==> src/rtl/axil_cmd_master_if.sv <==
`default_nettype none
// ============================================================================
// Module      : axil_cmd_master_if
// Description : AXI-lite bus bundle (AW, W, B, AR, R channels) used between
//               axil_cmd_master and the slave side of the interconnect.
//               Modport 'master' is the initiating end, 'slave' the target.
// Parameters  : ADDR_WIDTH - AWADDR/ARADDR width
//               DATA_WIDTH - WDATA/RDATA width (32)
// Revision    : 1.0 - initial release
// ============================================================================
interface axil_cmd_master_if #(
   parameter int ADDR_WIDTH = 8,
   parameter int DATA_WIDTH = 32
);
   logic                    AWVALID;
   logic                    AWREADY;
   logic [ADDR_WIDTH-1:0]   AWADDR;
   logic [2:0]              AWPROT;
   logic                    WVALID;
   logic                    WREADY;
   logic [DATA_WIDTH-1:0]   WDATA;
   logic [DATA_WIDTH/8-1:0] WSTRB;
   logic                    BVALID;
   logic                    BREADY;
   logic [1:0]              BRESP;
   logic                    ARVALID;
   logic                    ARREADY;
   logic [ADDR_WIDTH-1:0]   ARADDR;
   logic [2:0]              ARPROT;
   logic                    RVALID;
   logic                    RREADY;
   logic [DATA_WIDTH-1:0]   RDATA;
   logic [1:0]              RRESP;

   modport master (
      output AWVALID, AWADDR, AWPROT, input AWREADY,
      output WVALID, WDATA, WSTRB, input WREADY,
      input BVALID, BRESP, output BREADY,
      output ARVALID, ARADDR, ARPROT, input ARREADY,
      input RVALID, RDATA, RRESP, output RREADY
   );

   modport slave (
      input AWVALID, AWADDR, AWPROT, output AWREADY,
      input WVALID, WDATA, WSTRB, output WREADY,
      output BVALID, BRESP, input BREADY,
      input ARVALID, ARADDR, ARPROT, output ARREADY,
      output RVALID, RDATA, RRESP, input RREADY
   );
endinterface
`default_nettype wire

==> src/rtl/axil_cmd_master.sv <==
`default_nettype none
// ============================================================================
// Module      : axil_cmd_master
// Description : Single-outstanding AXI-lite master. Converts one command-port
//               request into one AXI-lite read or write and returns the
//               response on the response port. No pipelining.
// Ports       : S_AXI_ACLK, i_reset (sync, active-high)
//               cmd : i_cmd_valid/o_cmd_ready, i_cmd_we, i_cmd_addr,
//                     i_cmd_data, i_cmd_strb
//               rsp : o_rsp_valid/i_rsp_ready, o_rsp_data, o_rsp_resp,
//                     o_rsp_timeout
//               M_AXI : AXI-lite master modport (axil_cmd_master_if)
// Options     : `define AXIL_CMD_MASTER_TIMEOUT_EN to enable the response
//               timeout (TIMEOUT cycles) with DRAIN of late responses.
// Revision    : 1.0 - initial release
// ============================================================================
module axil_cmd_master #(
   parameter int C_AXI_ADDR_WIDTH = 8,
   parameter int C_AXI_DATA_WIDTH = 32,
   parameter int TIMEOUT          = 255
) (
   input  wire logic                        S_AXI_ACLK,
   input  wire logic                        i_reset,
   input  wire logic                        i_cmd_valid,
   output logic                             o_cmd_ready,
   input  wire logic                        i_cmd_we,
   input  wire logic [C_AXI_ADDR_WIDTH-1:0] i_cmd_addr,
   input  wire logic [C_AXI_DATA_WIDTH-1:0] i_cmd_data,
   input  wire logic [3:0]                  i_cmd_strb,
   output logic                             o_rsp_valid,
   input  wire logic                        i_rsp_ready,
   output logic [C_AXI_DATA_WIDTH-1:0]      o_rsp_data,
   output logic [1:0]                       o_rsp_resp,
   output logic                             o_rsp_timeout,
   axil_cmd_master_if.master                M_AXI
);
   typedef enum logic [2:0] {
      S_IDLE  = 3'd0,
      S_WRITE = 3'd1,
      S_READ  = 3'd2,
      S_RESP  = 3'd3
`ifdef AXIL_CMD_MASTER_TIMEOUT_EN
      , S_DRAIN = 3'd4
`endif
   } state_t;

   state_t                      r_state, w_state_next;
   logic                        r_awvalid, r_wvalid, r_arvalid;
   logic                        r_we;
   logic                        r_pend;     // B/R still owed by the slave
   logic [C_AXI_ADDR_WIDTH-1:0] r_addr;
   logic [C_AXI_DATA_WIDTH-1:0] r_wdata;
   logic [3:0]                  r_wstrb;
   logic [C_AXI_DATA_WIDTH-1:0] r_rsp_data;
   logic [1:0]                  r_rsp_resp;
   logic                        r_rsp_timeout;

   logic w_accept, w_bready, w_rready, w_b_hs, w_r_hs, w_resp_hs;
   logic w_timeout, w_to_resp;

   assign w_accept  = (r_state == S_IDLE) && i_cmd_valid;
   assign w_bready  = r_pend && r_we;
   assign w_rready  = r_pend && !r_we && !r_arvalid;
   // B only counts once both AW and W have been handed over.
   assign w_b_hs    = M_AXI.BVALID && w_bready && !r_awvalid && !r_wvalid;
   assign w_r_hs    = M_AXI.RVALID && w_rready;
   assign w_resp_hs = w_b_hs || w_r_hs;

`ifdef AXIL_CMD_MASTER_TIMEOUT_EN
   localparam int CW = $clog2(TIMEOUT + 1);
   logic [CW-1:0] r_cnt;

   // Saturating cycle counter restarted by every command accept.
   always_ff @(posedge S_AXI_ACLK) begin
      if (i_reset)
         r_cnt <= '0;
      else if (w_accept)
         r_cnt <= '0;
      else if (r_cnt != CW'(TIMEOUT))
         r_cnt <= r_cnt + 1'b1;
   end

   assign w_timeout = (r_cnt == CW'(TIMEOUT));
`else
   assign w_timeout = 1'b0;
`endif

   always_ff @(posedge S_AXI_ACLK) begin
      if (i_reset)
         r_state <= S_IDLE;
      else
         r_state <= w_state_next;
   end

   always_comb begin
      w_state_next = r_state;
      case (r_state)
         S_IDLE:
            if (w_accept)
               w_state_next = i_cmd_we ? S_WRITE : S_READ;
         S_WRITE, S_READ:
            if (w_resp_hs || w_timeout)
               w_state_next = S_RESP;
         S_RESP:
            if (i_rsp_ready) begin
`ifdef AXIL_CMD_MASTER_TIMEOUT_EN
               // After a timeout the real response is still owed; swallow it.
               w_state_next = (r_pend && !w_resp_hs) ? S_DRAIN : S_IDLE;
`else
               w_state_next = S_IDLE;
`endif
            end
`ifdef AXIL_CMD_MASTER_TIMEOUT_EN
         S_DRAIN:
            if (w_resp_hs)
               w_state_next = S_IDLE;
`endif
         default:
            w_state_next = S_IDLE;
      endcase
   end

   assign w_to_resp = ((r_state == S_WRITE) || (r_state == S_READ)) &&
                      (w_state_next == S_RESP);

   always_ff @(posedge S_AXI_ACLK) begin
      if (i_reset) begin
         r_awvalid     <= 1'b0;
         r_wvalid      <= 1'b0;
         r_arvalid     <= 1'b0;
         r_we          <= 1'b0;
         r_pend        <= 1'b0;
         r_addr        <= '0;
         r_wdata       <= '0;
         r_wstrb       <= '0;
         r_rsp_data    <= '0;
         r_rsp_resp    <= 2'b00;
         r_rsp_timeout <= 1'b0;
      end else begin
         if (w_accept) begin
            r_addr    <= i_cmd_addr;
            r_wdata   <= i_cmd_data;
            r_wstrb   <= i_cmd_strb;
            r_we      <= i_cmd_we;
            r_awvalid <= i_cmd_we;
            r_wvalid  <= i_cmd_we;
            r_arvalid <= !i_cmd_we;
            r_pend    <= 1'b1;
         end else begin
            if (r_awvalid && M_AXI.AWREADY) r_awvalid <= 1'b0;
            if (r_wvalid  && M_AXI.WREADY)  r_wvalid  <= 1'b0;
            if (r_arvalid && M_AXI.ARREADY) r_arvalid <= 1'b0;
            if (w_resp_hs)                  r_pend    <= 1'b0;
         end
         if (w_to_resp) begin
            r_rsp_resp    <= w_b_hs ? M_AXI.BRESP :
                             w_r_hs ? M_AXI.RRESP : 2'b10;
            r_rsp_data    <= w_r_hs ? M_AXI.RDATA : '0;
            r_rsp_timeout <= w_timeout && !w_resp_hs;
         end
      end
   end

   assign o_cmd_ready   = (r_state == S_IDLE);
   assign o_rsp_valid   = (r_state == S_RESP);
   assign o_rsp_data    = r_rsp_data;
   assign o_rsp_resp    = r_rsp_resp;
   assign o_rsp_timeout = r_rsp_timeout;

   assign M_AXI.AWVALID = r_awvalid;
   assign M_AXI.AWADDR  = r_addr;
   assign M_AXI.AWPROT  = 3'b000;
   assign M_AXI.WVALID  = r_wvalid;
   assign M_AXI.WDATA   = r_wdata;
   assign M_AXI.WSTRB   = r_wstrb;
   assign M_AXI.BREADY  = w_bready;
   assign M_AXI.ARVALID = r_arvalid;
   assign M_AXI.ARADDR  = r_addr;
   assign M_AXI.ARPROT  = 3'b000;
   assign M_AXI.RREADY  = w_rready;
endmodule
`default_nettype wire

==> src/flat_wrapper.sv <==
// flat-port wrapper written by rule: the top's interface ports become plain ports
module axil_cmd_master_flat 
#(
   parameter int C_AXI_ADDR_WIDTH = 8,
   parameter int C_AXI_DATA_WIDTH = 32,
   parameter int TIMEOUT          = 255
)
  (S_AXI_ACLK, i_reset, i_cmd_valid, o_cmd_ready, i_cmd_we, i_cmd_addr, i_cmd_data, i_cmd_strb, o_rsp_valid, i_rsp_ready, o_rsp_data, o_rsp_resp, o_rsp_timeout, M_AXI_AWVALID, M_AXI_AWADDR, M_AXI_AWPROT, M_AXI_AWREADY, M_AXI_WVALID, M_AXI_WDATA, M_AXI_WSTRB, M_AXI_WREADY, M_AXI_BVALID, M_AXI_BRESP, M_AXI_BREADY, M_AXI_ARVALID, M_AXI_ARADDR, M_AXI_ARPROT, M_AXI_ARREADY, M_AXI_RVALID, M_AXI_RDATA, M_AXI_RRESP, M_AXI_RREADY);
  axil_cmd_master_if #(.ADDR_WIDTH((8)), .DATA_WIDTH((32))) M_AXI_i ();
  input  wire logic S_AXI_ACLK;
  input  wire logic i_reset;
  input  wire logic i_cmd_valid;
  output logic o_cmd_ready;
  input  wire logic i_cmd_we;
  input  wire logic [C_AXI_ADDR_WIDTH-1:0] i_cmd_addr;
  input  wire logic [C_AXI_DATA_WIDTH-1:0] i_cmd_data;
  input  wire logic [3:0] i_cmd_strb;
  output logic o_rsp_valid;
  input  wire logic i_rsp_ready;
  output logic [C_AXI_DATA_WIDTH-1:0] o_rsp_data;
  output logic [1:0] o_rsp_resp;
  output logic o_rsp_timeout;
  output wire logic [$bits(M_AXI_i.AWVALID)-1:0] M_AXI_AWVALID;
  output wire logic [$bits(M_AXI_i.AWADDR)-1:0] M_AXI_AWADDR;
  output wire logic [$bits(M_AXI_i.AWPROT)-1:0] M_AXI_AWPROT;
  input wire logic [$bits(M_AXI_i.AWREADY)-1:0] M_AXI_AWREADY;
  output wire logic [$bits(M_AXI_i.WVALID)-1:0] M_AXI_WVALID;
  output wire logic [$bits(M_AXI_i.WDATA)-1:0] M_AXI_WDATA;
  output wire logic [$bits(M_AXI_i.WSTRB)-1:0] M_AXI_WSTRB;
  input wire logic [$bits(M_AXI_i.WREADY)-1:0] M_AXI_WREADY;
  input wire logic [$bits(M_AXI_i.BVALID)-1:0] M_AXI_BVALID;
  input wire logic [$bits(M_AXI_i.BRESP)-1:0] M_AXI_BRESP;
  output wire logic [$bits(M_AXI_i.BREADY)-1:0] M_AXI_BREADY;
  output wire logic [$bits(M_AXI_i.ARVALID)-1:0] M_AXI_ARVALID;
  output wire logic [$bits(M_AXI_i.ARADDR)-1:0] M_AXI_ARADDR;
  output wire logic [$bits(M_AXI_i.ARPROT)-1:0] M_AXI_ARPROT;
  input wire logic [$bits(M_AXI_i.ARREADY)-1:0] M_AXI_ARREADY;
  input wire logic [$bits(M_AXI_i.RVALID)-1:0] M_AXI_RVALID;
  input wire logic [$bits(M_AXI_i.RDATA)-1:0] M_AXI_RDATA;
  input wire logic [$bits(M_AXI_i.RRESP)-1:0] M_AXI_RRESP;
  output wire logic [$bits(M_AXI_i.RREADY)-1:0] M_AXI_RREADY;
  assign M_AXI_AWVALID = M_AXI_i.AWVALID;
  assign M_AXI_AWADDR = M_AXI_i.AWADDR;
  assign M_AXI_AWPROT = M_AXI_i.AWPROT;
  assign M_AXI_i.AWREADY = M_AXI_AWREADY;
  assign M_AXI_WVALID = M_AXI_i.WVALID;
  assign M_AXI_WDATA = M_AXI_i.WDATA;
  assign M_AXI_WSTRB = M_AXI_i.WSTRB;
  assign M_AXI_i.WREADY = M_AXI_WREADY;
  assign M_AXI_i.BVALID = M_AXI_BVALID;
  assign M_AXI_i.BRESP = M_AXI_BRESP;
  assign M_AXI_BREADY = M_AXI_i.BREADY;
  assign M_AXI_ARVALID = M_AXI_i.ARVALID;
  assign M_AXI_ARADDR = M_AXI_i.ARADDR;
  assign M_AXI_ARPROT = M_AXI_i.ARPROT;
  assign M_AXI_i.ARREADY = M_AXI_ARREADY;
  assign M_AXI_i.RVALID = M_AXI_RVALID;
  assign M_AXI_i.RDATA = M_AXI_RDATA;
  assign M_AXI_i.RRESP = M_AXI_RRESP;
  assign M_AXI_RREADY = M_AXI_i.RREADY;
  axil_cmd_master #(.C_AXI_ADDR_WIDTH(C_AXI_ADDR_WIDTH), .C_AXI_DATA_WIDTH(C_AXI_DATA_WIDTH), .TIMEOUT(TIMEOUT)) u_core (.S_AXI_ACLK(S_AXI_ACLK), .i_reset(i_reset), .i_cmd_valid(i_cmd_valid), .o_cmd_ready(o_cmd_ready), .i_cmd_we(i_cmd_we), .i_cmd_addr(i_cmd_addr), .i_cmd_data(i_cmd_data), .i_cmd_strb(i_cmd_strb), .o_rsp_valid(o_rsp_valid), .i_rsp_ready(i_rsp_ready), .o_rsp_data(o_rsp_data), .o_rsp_resp(o_rsp_resp), .o_rsp_timeout(o_rsp_timeout), .M_AXI(M_AXI_i));
endmodule
==> config.mk <==
export PLATFORM = sky130hd
export DESIGN_NAME = axil_cmd_master_flat
export DESIGN_NICKNAME = d
export VERILOG_FILES = /design/src/rtl/axil_cmd_master_if.sv /design/src/rtl/axil_cmd_master.sv /design/src/flat_wrapper.sv
export SDC_FILE = /design/constraint.sdc
export NUM_CORES = 1
export LEC_CHECK = 0
export BUFFER_PORTS_ARGS = -buffer_cell sky130_fd_sc_hd__buf_2
export CAP_MARGIN = 25
export CORE_MARGIN = 10
export CORE_UTILIZATION = 48
export CTS_BUF_LIST = sky130_fd_sc_hd__clkbuf_8
export CTS_CLUSTER_DIAMETER = 30
export DETAILED_ROUTE_END_ITERATION = 16
export PLACE_DENSITY = 0.9
export SLEW_MARGIN = 10
export SYNTH_ARGS = -nofsm -noshare
export SYNTH_HDL_FRONTEND = slang
export SYNTH_SLANG_ARGS = --single-unit
==> constraint.sdc <==
create_clock -name S_AXI_ACLK -period 2.83 [get_ports S_AXI_ACLK]
set_input_delay 0.283 -clock S_AXI_ACLK [delete_from_list [all_inputs] [get_ports S_AXI_ACLK]]
set_output_delay 0.283 -clock S_AXI_ACLK [all_outputs]
set_load 0.01 [all_outputs]
==> impl_metrics.sql, run 1 <==
INSERT INTO impl_metrics (metric_group, metric, value, unit) VALUES
('sta', 'worst_clock_skew', '8.710', 'ps'),
('power_and_ir_drop', 'leakage_power_of_the_design', '2.049', 'nW'),
('cts', 'max-clock-path-buffers', '2', ''),
('cells_and_area', 'nets', '597', ''),
('floorplan', 'io_pins', '190', ''),
('outcome', 'status', 'finished clean', ''),
('synthesis', 'netlist_instances', '342', ''),
('place', 'finalWeightedCongestion', '0.7335', ''),
('cts', 'cts_tree', 'built', ''),
('synthesis', 'synth-async-reset-ratio', '0', ''),
('floorplan', 'placement_rows', '29', ''),
('global_route', 'grt_pass1_vias', '2964', ''),
('sta', 'worst_slew_pin_slew', '881.5', 'ps'),
('route', 'wirelength', '9.531', 'mm'),
('route', 'initialDrtViolationCount', '66', ''),
('route', 'detail_route.wl_per_cell', '16.18', 'um'),
('critical_path', 'critical_path.startpoint_type', 'register', ''),
('global_route', 'antenna_violations_before_repair', '0', ''),
('critical_path', 'cp_max_fo', '26', ''),
('floorplan', 'die_width', '100.7', 'um'),
('cts', 'cts-buffers-inserted', '9', ''),
('sta', 'final_max_slew_viol_count', '0', ''),
('route', 'via_count', '2923', ''),
('place', 'dpl.hpwl', '7.469', 'mm'),
('cts', 'clock_insertion_delay_worst_skew', '350', 'ps'),
('place', 'postPlaceCellArea', '0.003950', 'sq mm'),
('global_route', 'globalRoute.totalOverflow', '0', ''),
('floorplan', 'floorplan_die_area', '0.01014', 'sq mm'),
('sta', 'timing.final.hold_violations', '0', ''),
('critical_path', 'regToRegSetupSlack', '820', 'ps'),
('global_route', 'global_route.usage.total', '0.1776', ''),
('cts', 'post_cts_buffers', '0', ''),
('cells_and_area', 'post-route-cell-area', '0.004154', 'sq mm'),
('critical_path', 'critPathRequiredTime', '3040', 'ps'),
('sta', 'rsz_0062_raised_after_global_routing', 'false', ''),
('critical_path', 'crit_path_end_kind', 'register', ''),
('sta', 'period_minus_slack', '2009', 'ps'),
('synthesis', 'synthDistinctLibCells', '32', ''),
('cells_and_area', 'antenna_cells_inserted', '0', ''),
('floorplan', 'core_region_area', '0.006350', 'sq mm'),
('route', 'antenna_violating_nets_remaining', '0', ''),
('synthesis', 'yosys_warnings', '0', ''),
('sta', 'fin_setup_tns', '0', 'ps'),
('place', 'port-buffer-count', '182', ''),
('worst_hold_path', 'class_of_the_tightest_hold_or_removal_check', 'in -> reg', ''),
('cts', 'cts.repair.resized', '0', ''),
('synthesis', 'synthesis.area_per_instance', '9.135', 'sq um'),
('critical_path', 'cp_launch_point', 'u_core.r_state[1]$_SDFF_PP0_', ''),
('critical_path', 'critPathCapture', 'u_core.M_AXI.WDATA[17]$_SDFFE_PP0P_', ''),
('cells_and_area', 'area_growth_syn_to_layout', '32.96', '%'),
('floorplan', 'initial_utilization', '0.4920', ''),
('sta', 'worst_max_slew_margin_expressed_relative_to_the_limit', '0.4123', ''),
('route', 'detailedRoute.firstPassIterationCount', '4', ''),
('sta', 'fmax', '0.4977', 'GHz'),
('cts', 'postCtsHoldBufs', '0', ''),
('synthesis', 'synth-main-ff-cell', 'sky130_fd_sc_hd__dfxtp_1', ''),
('cells_and_area', 'final_layout_size_suffix_gt1_frac', '0.4082', ''),
('critical_path', 'endpoint_of_the_worst_register_to_register_path', 'u_core.M_AXI.WDATA[17]$_SDFFE_PP0P_', ''),
('sta', 'whs', '137.8', 'ps'),
('cts', 'htree_num_levels', '3', ''),
('place', 'dpl_worst_slack', '799.6', 'ps'),
('critical_path', 'timing.setup.critical_path_class', 'reg -> reg', ''),
('synthesis', 'yosysTopAreaCell', 'sky130_fd_sc_hd__dfxtp_1', ''),
('route', 'routed_via_density', '4.963', ''),
('synthesis', 'yosys-top-cells-count', 'sky130_fd_sc_hd__nand2_1, sky130_fd_sc_hd__dfxtp_1, sky130_fd_sc_hd__a21oi_1', ''),
('cts', 'cell_at_the_root_of_the_clock_tree', 'sky130_fd_sc_hd__clkbuf_8', ''),
('cts', 'cts.sinks', '86', ''),
('cells_and_area', 'finalNonFillerCells', '589', ''),
('power_and_ir_drop', 'post-layout-total-power', '2.380', 'mW'),
('synthesis', 'synth_seq_cells', '86', ''),
('synthesis', 'yosys-top-cells-area', 'sky130_fd_sc_hd__dfxtp_1, sky130_fd_sc_hd__nand2_1, sky130_fd_sc_hd__a22o_1', '');
## sequential cells by signal (all words and copies together), names as in the netlist
register,cells
u_core.r_pend,1
u_core.o_rsp_resp,2
u_core.M_AXI.ARVALID,1
u_core.M_AXI.WSTRB,4
u_core.M_AXI.WVALID,1
u_core.M_AXI.AWVALID,1
u_core.o_rsp_data,32
u_core.r_we,1
u_core.M_AXI.WDATA,32
u_core.M_AXI.ARADDR,8
u_core.r_state,3
## routing by layer
metal | vias up | share of wire | track usage
li1 | 1468 | - | -
met1 | 1314 | 0.39 | 0.1948
met2 | 129 | 0.49 | 0.2978
met3 | 12 | 0.11 | 0.07545
met4 | 0 | 0.012 | 0.06522
met5 | - | 0 | 0
## worst max-delay path: cells and delay by family (launching register included)
kind	cells	cell delay, ps
buf+inv	1	390
flops	1	380
compound gates	1	70
simple gates	2	1030
## cell usage in the layout, fill, tap and decap left out, drive strengths merged, types with 4 or more instances in the layout
| cell | count |
|---|---|
| buf | 188 |
| nand2 | 94 |
| dfxtp | 86 |
| a21oi | 52 |
| a22o | 32 |
| clkbuf | 9 |
| nor2 | 8 |
| conb | 8 |
| nor3 | 4 |
| inv | 4 |
## cell families after synthesis
kind of cell,count (synthesis),synth area share
AOI/OAI and AO/OA,96,0.2030
buffers and inverters,42,0.08810
and+or+nand+nor,117,0.1566
DFF,86,0.5511
other,1,0.001200
## where the power goes
part	switching, mW	internal [mW]	leakage (nW)
clock	0.451	0.418	0.0968
combinational	0.138	0.106	1.25
sequential	0.0215	1.25	0.699
total	0.611	1.77	2.05
## worst min-delay path by stage
| stage | startpoint | end | slack (ps) | depth (start not counted) |
|---|---|---|---|---|
| 4_1_cts | M_AXI_RDATA[18] | u_core.o_rsp_data[18]$_SDFFE_PP0P_ | 120 | 2 |
| 6_report | M_AXI_RDATA[22] | u_core.o_rsp_data[22]$_SDFFE_PP0P_ | 140 | 2 |
| 2_1_floorplan | M_AXI_RDATA[10] | u_core.o_rsp_data[10]$_SDFFE_PP0P_ | 410 | 1 |
| 5_1_grt | M_AXI_RDATA[21] | u_core.o_rsp_data[21]$_SDFFE_PP0P_ | 120 | 2 |
| 3_5_place_dp | u_core.o_rsp_resp[0]$_SDFFE_PP0P_ | u_core.o_rsp_resp[0]$_SDFFE_PP0P_ | 440 | 1 |
| 3_3_place_gp | u_core.o_rsp_resp[0]$_SDFFE_PP0P_ | u_core.o_rsp_resp[0]$_SDFFE_PP0P_ | 430 | 1 |
## final cells by class
class / instances / area (sq um)
Tap cell: 77 / 96.34
Sequential cell: 86 / 1722
Multi-Input combinational cell: 221 / 1160
Timing Repair Buffer: 188 / 968.4
Inverter: 1 / 3.754
Fill cell: 530 / 2196
Clock buffer: 9 / 123.9
Clock inverter: 7 / 80.08
No activity file was read; power rests on OpenSTA's default activity.
==> run 2, diff against run 1 <==
--- a/config.mk
+++ b/config.mk
@@ -8,11 +8,11 @@
 export BUFFER_PORTS_ARGS = -buffer_cell sky130_fd_sc_hd__buf_2
 export CAP_MARGIN = 25
 export CORE_MARGIN = 10
-export CORE_UTILIZATION = 48
+export CORE_UTILIZATION = 44
 export CTS_BUF_LIST = sky130_fd_sc_hd__clkbuf_8
 export CTS_CLUSTER_DIAMETER = 30
 export DETAILED_ROUTE_END_ITERATION = 16
-export PLACE_DENSITY = 0.9
+export PLACE_DENSITY = 0.83
 export SLEW_MARGIN = 10
 export SYNTH_ARGS = -nofsm -noshare
 export SYNTH_HDL_FRONTEND = slang
==> constraint.sdc (replaced) <==
create_clock -name S_AXI_ACLK -period 2 [get_ports S_AXI_ACLK]
set_input_delay 0.2 -clock S_AXI_ACLK [delete_from_list [all_inputs] [get_ports S_AXI_ACLK]]
set_output_delay 0.2 -clock S_AXI_ACLK [all_outputs]
set_load 0.01 [all_outputs]
==> impl_metrics.sql, run 2 (synthesis results as in run 1) <==
INSERT INTO impl_metrics (metric_group, metric, value, unit) VALUES
('power_and_ir_drop', 'power.share.clock', '0.407', ''),
('worst_hold_path', 'worst_hold_startpoint', 'M_AXI_RDATA[7]', ''),
('critical_path', 'cp_data_arrival_time', '1890', 'ps'),
('cells_and_area', 'area_growth_syn_to_layout', '35.24', '%'),
('sta', 'rsz_0062_raised_after_global_routing', 'false', ''),
('route', 'wirelength', '9.754', 'mm'),
('cts', 'htree_num_levels', '3', ''),
('cts', 'cts.sinks', '86', ''),
('floorplan', 'io_pins', '190', ''),
('sta', 'post_route_fraction_of_the_period_consumed_by_the_critical_path', '0.8244', ''),
('route', 'detail_route.drc_violations', '0', ''),
('outcome', 'status', 'finished clean', ''),
('global_route', 'global_route.usage.total', '0.1723', ''),
('floorplan', 'core_region_area', '0.006832', 'sq mm'),
('cts', 'clkTransAtPathRegs', '90', 'ps'),
('critical_path', 'crit_path_end_kind', 'register', ''),
('floorplan', 'floorplan_die_area', '0.01087', 'sq mm'),
('route', 'antenna_violating_nets_remaining', '0', ''),
('global_route', 'global_route.usage.met2', '0.2927', ''),
('sta', 'whs', '56.08', 'ps'),
('cells_and_area', 'antenna_cells_inserted', '0', ''),
('power_and_ir_drop', 'switching_share', '0.2376', ''),
('route', 'initialDrtViolationCount', '115', ''),
('route', 'routed_via_density', '4.847', ''),
('place', 'port-buffer-count', '182', ''),
('power_and_ir_drop', 'ir_worst_vdd', '0.4029', 'mV'),
('cells_and_area', 'final_common_cell', 'sky130_fd_sc_hd__buf_2', ''),
('global_route', 'antenna_violations_before_repair', '0', ''),
('sta', 'fmax', '0.6065', 'GHz'),
('cells_and_area', 'final_layout_size_suffix_gt1_frac', '0.4094', ''),
('cts', 'cell_at_the_root_of_the_clock_tree', 'sky130_fd_sc_hd__clkbuf_8', ''),
('cells_and_area', 'number_of_fillers_in_the_final_layout', '624', ''),
('global_route', 'first_pass_grt_wire_length', '15.36', 'mm'),
('floorplan', 'die_width', '104.3', 'um'),
('run', 'drv.max_cap_violation_count', '0', ''),
('sta', 'setup-violations-final', '0', ''),
('sta', 'timing.final.hold_violations', '0', ''),
('global_route', 'globalRouteMet3Util', '0.08550', ''),
('route', 'detail_route.wl_per_cell', '16.02', 'um'),
('power_and_ir_drop', 'pwr_density_cell', '853.5', 'mW/mm^2'),
('cells_and_area', 'multiInputGateArea', '0.001160', 'sq mm'),
('sta', 'worst_clock_skew', '5.270', 'ps'),
('floorplan', 'initial_utilization', '0.4573', ''),
('cells_and_area', 'nets', '598', ''),
('cells_and_area', 'mostFrequentLayoutCells', 'sky130_fd_sc_hd__buf_2, sky130_fd_sc_hd__nand2_1, sky130_fd_sc_hd__dfxtp_1', ''),
('power_and_ir_drop', 'p_seq_frac', '0.497', ''),
('global_route', 'grt.busiest_layer', 'met2', ''),
('cts', 'clock_insertion_delay_worst_skew', '350', 'ps'),
('cts', 'max-clock-path-buffers', '2', ''),
('floorplan', 'die-height', '104.3', 'um'),
('power_and_ir_drop', 'leakage_power_of_the_design', '2.076', 'nW'),
('floorplan', 'placement_rows', '30', ''),
('power_and_ir_drop', 'pwr-share-comb', '0.096', ''),
('worst_hold_path', 'class_of_the_tightest_hold_or_removal_check', 'in -> reg', ''),
('global_route', 'grt_max_degree', '53', ''),
('global_route', 'grt_pass1_vias', '2993', ''),
('sta', 'period_minus_slack', '1649', 'ps'),
('power_and_ir_drop', 'switch_pwr', '0.8570', 'mW'),
('sta', 'worst_max_slew_margin_expressed_relative_to_the_limit', '0.6391', ''),
('cells_and_area', 'area.sequential', '0.001722', 'sq mm'),
('cts', 'cts-buffers-inserted', '9', ''),
('critical_path', 'critPathRequiredTime', '2240', 'ps'),
('cts', 'cts.repair.resized', '0', ''),
('critical_path', 'critical_path.startpoint_type', 'register', ''),
('route', 'via_count', '2952', ''),
('critical_path', 'cp_max_fo', '33', ''),
('route', 'detailedRoute.firstPassIterationCount', '4', ''),
('cts', 'post_cts_buffers', '0', ''),
('sta', 'worst_slew_pin_slew', '541.4', 'ps'),
('critical_path', 'cp_launch_point', 'u_core.r_state[1]$_SDFF_PP0_', ''),
('place', 'dpl.hpwl', '7.484', 'mm'),
('cts', 'cts_tree', 'built', ''),
('cts', 'postCtsHoldBufs', '0', ''),
('global_route', 'globalRoute.totalOverflow', '0', ''),
('sta', 'final_max_slew_viol_count', '0', ''),
('place', 'finalWeightedCongestion', '0.7880', ''),
('global_route', 'groute.layer.met1.usage', '0.1858', ''),
('power_and_ir_drop', 'intPower', '2.749', 'mW'),
('critical_path', 'worst_r2r_startpoint', 'u_core.r_state[1]$_SDFF_PP0_', ''),
('power_and_ir_drop', 'post-layout-total-power', '3.606', 'mW'),
('sta', 'fin_setup_tns', '0', 'ps'),
('critical_path', 'timing.setup.critical_path_class', 'reg -> reg', '');
[run 2: through the flow]
stage	cells	setup slack [ps]	util	area (sq um)
final	609	351.2	0.6185	4225
after CTS	609	347.8	0.6185	4225
after global routing	609	204.8	0.6185	4225
after floorplan	349	473.5	-	3151
after detailed placement	593	374.0	0.5828	3981
after global placement	593	478.3	0.5828	3981
[run 2: final timing paths]
check                                        endpoint  slack (ps)  cells past startpoint
setup / recovery    u_core.o_rsp_data[1]$_SDFFE_PP0P_         350                      5
hold / removal      u_core.o_rsp_data[7]$_SDFFE_PP0P_          60                      2
setup reg to reg    u_core.o_rsp_data[1]$_SDFFE_PP0P_         350                      5
hold reg to reg   u_core.M_AXI.WDATA[10]$_SDFFE_PP0P_         450                      2
[run 2: area by class of cell]
class                      count  share of cell area
clock buffer                   9             0.02932
tap                           96             0.02843
multi-input combinational    221              0.2745
inverter                       1           0.0008884
timing repair buffer         189              0.2310
sequential                    86              0.4075
clock inverter                 7             0.02843
[run 2: routing by layer]
| metal | share of wire | routed length, um | up-vias |
|---|---|---|---|
| li1 | - | - | 1469 |
| met5 | 0 | 0 | - |
| met1 | 0.42 | 4054 | 1351 |
| met4 | 0.013 | 123 | 0 |
| met2 | 0.49 | 4754 | 120 |
| met3 | 0.084 | 822 | 12 |
[run 2: critical path, cell delays in order, from the launching register on]
cell and delay, ps:
sky130_fd_sc_hd__dfxtp_1 460, sky130_fd_sc_hd__nand2b_1 140, sky130_fd_sc_hd__a21oi_1 330, sky130_fd_sc_hd__a21oi_2 100, sky130_fd_sc_hd__buf_4 240, sky130_fd_sc_hd__a22o_1 270
[run 2: power by group through the flow]
stage / sequential (mW) / combinational (mW) / clock (mW)
6_report: 1.79 / 0.346 / 1.47
5_1_grt: 1.80 / 0.384 / 1.58
4_1_cts: 1.79 / 0.350 / 1.50
3_5_place_dp: 1.83 / 0.347 / 0
3_3_place_gp: 1.83 / 0.341 / 0
2_1_floorplan: 1.85 / 0.175 / 0
